### src/rtl/fetch_align_buf.sv
// Fetch line buffer and halfword aligner: requests 8-byte lines, buffers them,
// and presents one raw 16/32-bit instruction per cycle, including line-straddling ones.
module fetch_align_buf #(
  parameter int          DEPTH    = 2,
  parameter logic [31:0] RESET_PC = 32'h0000_0000
) (
  input  logic        clk,
  input  logic        rst_n,
  input  logic        flush,
  input  logic [31:0] flush_pc,
  output logic        req_valid,
  output logic [31:0] req_addr,
  input  logic        req_ready,
  input  logic        rsp_valid,
  input  logic [63:0] rsp_data,
  output logic        out_valid,
  input  logic        out_ready,
  output logic [31:0] out_pc,
  output logic [31:0] out_instr,
  output logic        out_isrv16
);

  localparam int PW = (DEPTH > 1) ? $clog2(DEPTH) : 1;
  localparam int CW = $clog2(DEPTH + 1);
  localparam int DW = 8;

  logic [28:0]   fetch_addr;
  logic [28:0]   rsp_base;
  logic [28:0]   line_base [DEPTH];
  logic [63:0]   line_data [DEPTH];
  logic [PW-1:0] rd_ptr;
  logic [PW-1:0] wr_ptr;
  logic [CW-1:0] lcnt;
  logic [CW-1:0] pend;
  logic [1:0]    hoff;
  logic [DW-1:0] drop;

  logic [63:0] head_line;
  logic [63:0] next_line;
  logic [15:0] h0;
  logic        is32;
  logic        straddle;
  logic        req_fire;
  logic        out_fire;
  logic        rsp_live;
  logic        pop;
  logic [2:0]  hsum;
  logic        unused_bits;

  function automatic logic [15:0] hw_sel(input logic [63:0] line, input logic [1:0] k);
    logic [15:0] h;
    case (k)
      2'd0:    h = line[15:0];
      2'd1:    h = line[31:16];
      2'd2:    h = line[47:32];
      default: h = line[63:48];
    endcase
    return h;
  endfunction

  function automatic logic [PW-1:0] ptr_inc(input logic [PW-1:0] p);
    if (p == PW'(DEPTH - 1)) return '0;
    return p + 1'b1;
  endfunction

  assign unused_bits = flush_pc[0];

  assign head_line = line_data[rd_ptr];
  assign next_line = line_data[ptr_inc(rd_ptr)];
  assign h0        = hw_sel(head_line, hoff);
  assign is32      = (h0[1:0] == 2'b11);
  assign straddle  = is32 && (hoff == 2'b11);

  // Output view depends only on registered buffer state.
  always_comb begin
    out_instr = {16'h0000, h0};
    out_valid = (lcnt != '0);
    if (is32) begin
      if (straddle) begin
        out_instr = {hw_sel(next_line, 2'd0), h0};
        out_valid = (lcnt >= CW'(2));
      end else begin
        out_instr = {hw_sel(head_line, hoff + 2'd1), h0};
      end
    end
  end

  assign out_pc     = {line_base[rd_ptr], hoff, 1'b0};
  assign out_isrv16 = !is32;

  // Credit uses registered lcnt, so a slot freed by this cycle's pop is reused next cycle.
  assign req_valid = !flush && (({1'b0, lcnt} + {1'b0, pend}) < (CW + 1)'(DEPTH));
  assign req_addr  = {fetch_addr, 3'b000};

  assign req_fire = req_valid && req_ready;
  assign out_fire = out_valid && out_ready && !flush;
  assign rsp_live = rsp_valid && (drop == '0) && !flush;
  assign hsum     = {1'b0, hoff} + (is32 ? 3'd2 : 3'd1);
  assign pop      = out_fire && hsum[2];

  always_ff @(posedge clk or negedge rst_n) begin
    if (!rst_n) begin
      fetch_addr <= RESET_PC[31:3];
      rsp_base   <= RESET_PC[31:3];
      hoff       <= RESET_PC[2:1];
      rd_ptr     <= '0;
      wr_ptr     <= '0;
      lcnt       <= '0;
      pend       <= '0;
      drop       <= '0;
    end else if (flush) begin
      fetch_addr <= flush_pc[31:3];
      rsp_base   <= flush_pc[31:3];
      hoff       <= flush_pc[2:1];
      rd_ptr     <= '0;
      wr_ptr     <= '0;
      lcnt       <= '0;
      pend       <= '0;
      drop       <= drop + DW'(pend) - DW'(rsp_valid);
    end else begin
      if (req_fire) fetch_addr <= fetch_addr + 29'd1;
      if (rsp_live) begin
        wr_ptr   <= ptr_inc(wr_ptr);
        rsp_base <= rsp_base + 29'd1;
      end
      if (rsp_valid && (drop != '0)) drop <= drop - DW'(1);
      pend <= pend + CW'(req_fire) - CW'(rsp_live);
      lcnt <= lcnt + CW'(rsp_live) - CW'(pop);
      if (out_fire) hoff <= hsum[1:0];
      if (pop) rd_ptr <= ptr_inc(rd_ptr);
    end
  end

  // Line storage carries no reset; occupancy is tracked by lcnt.
  always_ff @(posedge clk) begin
    if (rsp_live) begin
      line_base[wr_ptr] <= rsp_base;
      line_data[wr_ptr] <= rsp_data;
    end
  end

  rsp_expected: assert property (@(posedge clk) disable iff (!rst_n)
    rsp_valid |-> ((pend != '0) || (drop != '0)));

  rsp_has_room: assert property (@(posedge clk) disable iff (!rst_n)
    rsp_live |-> (lcnt < CW'(DEPTH)));

endmodule

### config.mk
export PLATFORM = sky130hd
export DESIGN_NAME = fetch_align_buf
export DESIGN_NICKNAME = d
export VERILOG_FILES = /design/src/rtl/fetch_align_buf.sv
export SDC_FILE = /design/constraint.sdc
export NUM_CORES = 1
export LEC_CHECK = 0
export CAP_MARGIN = 10
export CELL_PAD_IN_SITES_DETAIL_PLACEMENT = 2
export CELL_PAD_IN_SITES_GLOBAL_PLACEMENT = 2
export CORE_MARGIN = 4
export CORE_UTILIZATION = 30
export CTS_BUF_LIST = sky130_fd_sc_hd__clkbuf_4 sky130_fd_sc_hd__clkbuf_8
export DETAILED_ROUTE_END_ITERATION = 16
export PLACE_DENSITY_LB_ADDON = 0.3
export REMOVE_ABC_BUFFERS = 1
export SYNTH_ARGS = -nofsm -noshare
export SYNTH_HDL_FRONTEND = slang
export SYNTH_SLANG_ARGS = --single-unit
export TNS_END_PERCENT = 5
### constraint.sdc
create_clock -name clk -period 14.61 [get_ports clk]
set_input_delay 1.461 -clock clk [delete_from_list [all_inputs] [get_ports clk]]
set_output_delay 1.461 -clock clk [all_outputs]
set_load 0.005 [all_outputs]
# == Word level (Yosys, flattened, before mapping) ==
# Memories as Yosys holds them, arrays and structs flattened.
# Index checks and enable logic that the tools add are counted.
# op_classes
addsub,14
n_lt_le_gt_ge,2
n_eq_ne,6
mux,34
n_reduce_logical,21
# op_table
cell,n
2-to-1 mux 29 bit,4
one-hot mux 16 bit (3 select lines),2
2-to-1 mux 32 bit,2
adder 29 x 1 -> 29 bit (second input constant),2
2-to-1 mux 1 bit,19
2-to-1 mux 8 bit,2
nonzero test 2 bit,6
2-to-1 mux 2 bit,5
logical AND 1 bit,9
adder 8 x 2 -> 8 bit,1
equality test 2 bit (second input constant),4
zero test 8 bit,1
nonzero test 8 bit,1
subtractor 8 x 1 -> 8 bit,1
subtractor 8 x 1 -> 8 bit (second input constant),1
adder 2 x 2 -> 3 bit,2
adder 2 x 1 -> 2 bit,2
equality test 2 x 1 -> 1 bit (second input constant),2
zero test 2 bit,2
subtractor 2 x 1 -> 2 bit,2
< comparator 3 x 2 -> 1 bit (second input constant),1
adder 1 bit (second input constant),2
adder 2 x 1 -> 2 bit (second input constant),1
greater-or-equal comparator 2 bit (second input constant),1
zero test 1 bit,2
# word_totals
regBits,74
ramBits,186
inputBits,102
out_inout_bits,99
word_cells,87
mem_count,2
# mem_list
name,depth,word_bits,rd,rd_ports_with_merged_regs,write_ports,line_no,rtl
line_data,2,64,2,0,1,30,logic [63:0] line_data [DEPTH];
line_base,2,29,1,0,1,29,logic [28:0] line_base [DEPTH];

# == Logic depth before layout (Yosys ltp) ==
# Gate-level depths: netlist of run 1.
# depth
word_depth,14
mapped_depth,15
ltp_nobuf,13

# == Worst setup path after synthesis of run 1 ==
# OpenSTA, ideal clock, no wires.
# synth_path
kind,input to register
from,in rsp_valid
to,"mem line_base[0][0], enable pin"
setup_time_ns,0.546
arrival_ns,5.744
required_time_ns,14.064
path_slack_ns,8.321
stages,3
n_path_buf,1
cell_sequence,clkbuf_1 -> nand3_1 -> nor2_1
# synth_between
elab_chain_cells,4
# synth_rtl
element,line_no,rtl
"start, declared",14,"input logic rsp_valid,"
logical AND 1 bit (2 in series),97,assign rsp_live = rsp_valid && (drop == '0) && !flush;
2-to-1 mux 1 bit,136,if (rsp_live) begin
2-to-1 mux 1 bit (implied by the code),137,line_base[wr_ptr] <= rsp_base;
"end, declared",29,
# No other way between the ends.

# == Worst setup path after layout of run 1 ==
# layout_path
from,reg rd_ptr
to,out out_isrv16
# layout_between
elab_chain_cells,4
# layout_rtl
element,line_no,rtl
"start, declared",31,logic [PW-1:0] rd_ptr;
"start signal, assigned",130,if (pop) rd_ptr <= ptr_inc(rd_ptr);
memory read (2 x 64 bit),--,
one-hot mux 16 bit (3 select lines),52,case (k)
equality test 2 bit,71,assign is32 = (h0[1:0] == 2'b11);
zero test 1 bit,89,assign out_isrv16 = !is32;
"end, declared",20,output logic out_isrv16
# No other way between the ends.

==> impl_results.md, run 1 <==
- Status: completed
- Reg clk slew, reported paths: 0.06 ns
- Most common library cells after synthesis: 186 x edfxtp_1, 75 x mux2_2, 74 x dfrtp_1
- Final Cell Area: 16000 sq um
- DR iter-0 viols: 281
- Leakage Power: 0.00557 uW
- Worst Hold Depth: 0
- Setup repair bufs after CTS: 0
- EDFF count, synth: 186
- GR Util All Layers: 0.155
- Dpl cell area: 14900 sq um
- Seq/Total Area, Yosys: 0.600
- Count leader, synth: edfxtp_1
- Max Cap Viol: 0
- Synth-to-Final Area Change: 29.0%
- Adder-Cell Fraction of Synth Area: 0.0271
- Yosys cell types: 54
- DRC violations left: 0
- Largest family of logic cells by synthesized area: multiplexers
- Highest ir drop seen on vdd: 0.0477 mV
- Die area: 44600 sq um
- CP arrival: 4.44 ns
- M1 GR Usage: 0.195
- Mapped cell area: 12400 sq um
- CTS tree: done
- Final Cycle Share: 0.404
- Clk buf depth: 3
- Clk sinks: 260
- Drt wl/cell: 21.3 um
- Slew Viols, Final: 0
- Crit path time final: 5.90 ns
- Nets: 1193
- Vias: 8066
- Final core occ: 0.392
- CP Class: reg2out
- Wirelength, routed: 34.8 mm
- Clock skew: 0.0181 ns
- Worst Hold Class: reg2reg
- Cell taking the most area after synthesis: edfxtp_1
- Max FO, Critical Path: 59
- Post-CTS Resized: 0
- Total gr overflow: 0
- Via/cell ratio: 4.93
- Simple-Gate Fraction of Synth Area: 0.0846
- Top cells by area, synth: edfxtp_1 45%, dfrtp_1 15%, mux4_2 9.1%
- Post-Synthesis Cells: 853
- Core area: 40800 sq um
- Rel. slew slack: 0.313
- Mux cell area share after synthesis: 0.182
- Hpwl dp: 24.1 mm
- Ys async rst share: 0.285
- Die Wd: 211 um
- Synth top area share: 0.451
- Avg Cell Area, Syn: 14.5 sq um
- Max Fclk: 169 MHz
- Final ANT Viol Nets: 0
- Main synth FF type: edfxtp_1
- Number of global-route vias before repair: 9018
- Initial antenna violation count: 1
- Top Ports: 201
- Post-synthesis xor/xnor area fraction: 0.0431
- GR peak layer: met2
- Worst Reg2Reg Path Length in Cells: 13
- Synth Area in Compound Gates: 0.0375
- TritonCTS Buffers: 47
- Initial Util: 0.304
- Final Setup Violations: 0
- RePlAce Congestion: 0.753
- Port Buffer Count: 195
- # H-tree levels: 2
- First-pass GRT wire length: 53.5 mm
- DIE HEIGHT: 211 um
- Layout cells sized above 1: 0.214
- RSZ-0062 raised after global routing: no
- Worst Path Required: 13.15 ns
- Power Density: 123 nW/um^2
- Hold buffers post-CTS: 0
- Pwr Total: 1960 uW
- Row cnt: 74
- Least-Margin Pin Slew: 1.03 ns
- Met3 usage: 0.0385
- Synth warn: 0
- CTS Root Cell: clkbuf_8
- Clock latency on the worst-skew pair: 0.59 ns
- CP endpoint kind: primary output
- Pin count of the biggest net entering global routing: 63
- Hold Vio Cnt, Final: 0
- Setup TNS: 0 ns
- FILL cells: 4085
- Post-synthesis sequential element count: 260
- Critical Path Start Type: flop
- Ant diodes: 0
- GR Util met2: 0.268
- DR pass1 iterations: 4
[final cells by class]
cell class | count | area, sq um | area share
Timing Repair Buffer | 205 | 2020 | 0.127
Sequential cell | 260 | 7440 | 0.466
Clock buffer | 73 | 911 | 0.0570
Inverter | 30 | 113 | 0.00704
Tap cell | 532 | 666 | 0.0416
Multi-Input combinational cell | 522 | 4680 | 0.293
Clock inverter | 14 | 148 | 0.00923
[state kept, by name, indices dropped and copies added (netlist names)]
signal,cells
drop,8
fetch_addr,29
wr_ptr,1
lcnt,2
pend,2
line_data,128
hoff,2
rsp_base,29
line_base,58
rd_ptr,1
[layout by cell type (no fill, tap or decap), types with 14 or more instances in the layout]
master	instances
clkdlybuf4s50_1	194
edfxtp_1	186
mux2_2	75
dfrtp_1	71
clkbuf_8	58
mux4_2	50
nor2_1	45
nand2_1	41
xnor2_1	36
inv_1	29
mux2i_1	29
nand3_1	27
xor2_1	25
o21ai_0	22
ha_1	22
a21oi_1	21
nand4_1	19
clkbuf_4	15
nor3_1	14
[final timing paths]
path                               from          endpoint  slack (ns)
min                        rsp_base[25]  line_base[1][25]        0.52
max reg2reg                      rd_ptr           lcnt[0]        9.67
max in group asynchronous         rst_n           hoff[1]       12.76
min in group asynchronous         rst_n    fetch_addr[25]        0.81
min reg2reg                rsp_base[25]  line_base[1][25]        0.52
max                              rd_ptr        out_isrv16        8.71
[critical path, cell delays in order (launching register included)]
cell and delay, ns:
dfrtp_4 0.86, buf_4 0.86, mux4_2 0.63, nand2_1 0.08
nor2_1 0.06, a31oi_4 0.69, clkdlybuf4s50_1 0.64
[power by group]
group / total, uW / leakage (uW) / internal [uW] / switching, uW
registers: 863 / 0.00254 / 826 / 37.7
logic: 338 / 0.00247 / 172 / 166
clock network: 760 / 0.000561 / 451 / 309
[cell families after synthesis]
| logic type | after synthesis |
|---|---|
| flip-flops | 260 |
| AND/OR/NAND/NOR | 203 |
| multiplexers | 154 |
| AO/OA/AOI/OAI | 75 |
| buffers and inverters | 74 |
| XOR/XNOR | 61 |
| adder cells (fa/ha/maj) | 25 |
| other | 1 |
[stage by stage]
stage / setup slack, ns / hold slack (ns) / std cells
finish: 8.71 / 0.516 / 1636
detailed placement: 9.08 / 0.500 / 1549
global route: 8.26 / 0.538 / 1636
CTS: 8.44 / 0.516 / 1636
floorplan: 7.86 / 0.442 / 812
global placement: 9.18 / 0.502 / 1549
[metal layers]
metal  vias to the layer above  part of all wire
met5                         -           0.00037
met4                         2             0.021
met3                        51             0.052
met2                       194              0.50
met1                      4153              0.43
li1                       3666                 -
No activity file was read; power rests on OpenSTA's default activity.
==> run 2, diff against run 1 <==
==> constraint.sdc (replaced) <==
create_clock -name clk -period 5.16 [get_ports clk]
set_input_delay 0.516 -clock clk [delete_from_list [all_inputs] [get_ports clk]]
set_output_delay 0.516 -clock clk [all_outputs]
set_load 0.005 [all_outputs]
==> run 2 against run 1 <==
Net effect: flip-flop and latch count unchanged; register-to-register slack worse by 8.0 ns; die area unchanged; cell area about the same; non-clock buffer count up 7; critical endpoint is now out_instr[23]; largest cell class unchanged; largest power group unchanged.
==> impl_results.md, run 2 (same netlist as run 1, synthesis figures left out) <==
- Sw power: 1440 uW
- Worst Hold Class: in2async
- Synth-to-Final Area Change: 28.9%
- Final ANT Viol Nets: 0
- Setup repair bufs after CTS: 0
- Met3 WL: 1.65 mm
- CP arrival: 3.41 ns
- Power Density: 339 nW/um^2
- Clk sinks: 260
- Reg clk slew, reported paths: 0.06 ns
- Placed Cells: 1555
- Worst Reg2Reg Path Length in Cells: 12
- Nets: 1200
- Combinational power share: 0.176
- Worst R2R End: lcnt[0]
- Largest register FFs: 128
- Clock latency on the worst-skew pair: 0.60 ns
- Status: completed
- Biggest register: line_data
- Initial antenna violation count: 1
- DR pass1 iterations: 4
- CTS Root Cell: clkbuf_8
- Rel. slew slack: 0.418
- Critical Path Start Type: flop
- Dpl ws: 1.51 ns
- Total gr overflow: 0
- Final Cycle Share: 0.761
- CP endpoint kind: primary output
- Layout Cells excl Fill: 1643
- Pin count of the biggest net entering global routing: 62
- Largest regs: line_data x128, line_base x58
- Via/cell ratio: 4.92
- Worst Path Required: 4.64 ns
- Layout cells sized above 1: 0.214
- Max FO, Critical Path: 51
- RSZ-0062 raised after global routing: no
- Ant diodes: 0
- TritonCTS Buffers: 47
- Hold Vio Cnt, Final: 0
- Setup TNS: 0 ns
- Core area: 40800 sq um
- RR Startpoint: rd_ptr
- Highest ir drop seen on vdd: 0.151 mV
- Max Cap Viol: 0
- Most common cell after layout, fill and taps aside: clkdlybuf4s50_1
- RePlAce Congestion: 0.740
- First-pass GRT wire length: 53.2 mm
- Clock skew: 0.0222 ns
- Commonest cells after routing, fill and taps aside: 194 x clkdlybuf4s50_1, 186 x edfxtp_1, 75 x mux2_2, 71 x dfrtp_1, 50 x mux4_2
- Final core occ: 0.391
- Pwr Total: 5420 uW
- Vias: 8080
- Leakage Power: 0.00557 uW
- DRC violations left: 0
- Setup ws final: 1.24 ns
- Reg2reg setup slack: 1.65 ns
- Top Ports: 201
- Clk buf depth: 3
- Least-Margin Pin Slew: 0.873 ns
- # H-tree levels: 2
- Row cnt: 74
- Slew Viols, Final: 0
- GR Util All Layers: 0.153
- Die Wd: 211 um
- WL met1: 14.9 mm
- DIE HEIGHT: 211 um
- Port Buffer Count: 195
- Switching share of power: 0.267
- Final Setup Violations: 0
- CP Class: reg2out
- Flop pwr share: 0.453
- Die area: 44600 sq um
- Number of global-route vias before repair: 9130
- DR top layer: met5
- Clock power frac: 0.371
- CTS tree: done
- Drt wl/cell: 20.9 um
- Initial Util: 0.304
- Hpwl dp: 24.2 mm
- Max Fclk: 255 MHz
- Post-CTS Resized: 0
- Internal power: 3970 uW
- Crit path time final: 3.92 ns
- WL met2: 17.1 mm
- Wirelength, routed: 34.3 mm
- DR iter-0 viols: 228
run 2: worst max path at each step:
stage	startpoint	to	cells after the start
after floorplan	rd_ptr	lcnt[0]	12
after CTS	rd_ptr	out_instr[29]	7
final	rd_ptr	out_instr[23]	7
after global routing	rd_ptr	out_instr[23]	7
after detailed placement	rd_ptr	lcnt[0]	12
after global placement	rd_ptr	lcnt[0]	12
run 2: critical path, stage by stage (launching register included):
cell and delay [ns]:
dfrtp_4 0.96, mux4_2 0.61, nand2_1 0.09, nor2_1 0.06, a31oi_4 0.18, buf_4 0.31
nor2_1 0.11, clkdlybuf4s50_1 0.45
run 2: metrics by stage:
step	cell area (sq um)	hold WS, ns
2_1_floorplan	12200	0.220
3_3_place_gp	15000	0.494
3_5_place_dp	15000	0.499
4_1_cts	16000	0.355
5_1_grt	16000	0.413
6_report	16000	0.399
run 2: final cells by class:
class                           count  area [sq um]
Fill cell                        4106         24800
Sequential cell                   260          7440
Multi-Input combinational cell    522          4680
Timing Repair Buffer              212          2100
Clock buffer                       72           847
Tap cell                          532           666
Clock inverter                     15           125
Inverter                           30           113
run 2: timing repair:
action,in CTS,in global routing
setup endpoints to repair,0,0
endpoints found under the hold margin,30,0
hold buffers,1,0
run 2: power by group through the flow:
stage                     clock [uW]  sequential [uW]  combinational [uW]
after detailed placement           0             2500                 969
after global routing            2200             2470                1090
after global placement             0             2490                 934
after floorplan                    0             2470                 570
after CTS                       2110             2450                 981
final                           2010             2450                 956
run 2: layer usage:
layer,GRT usage,vias up
li1,-,3690
met1,0.195,4164
met2,0.264,179
met3,0.0330,45
met4,0.0423,2
met5,0,-
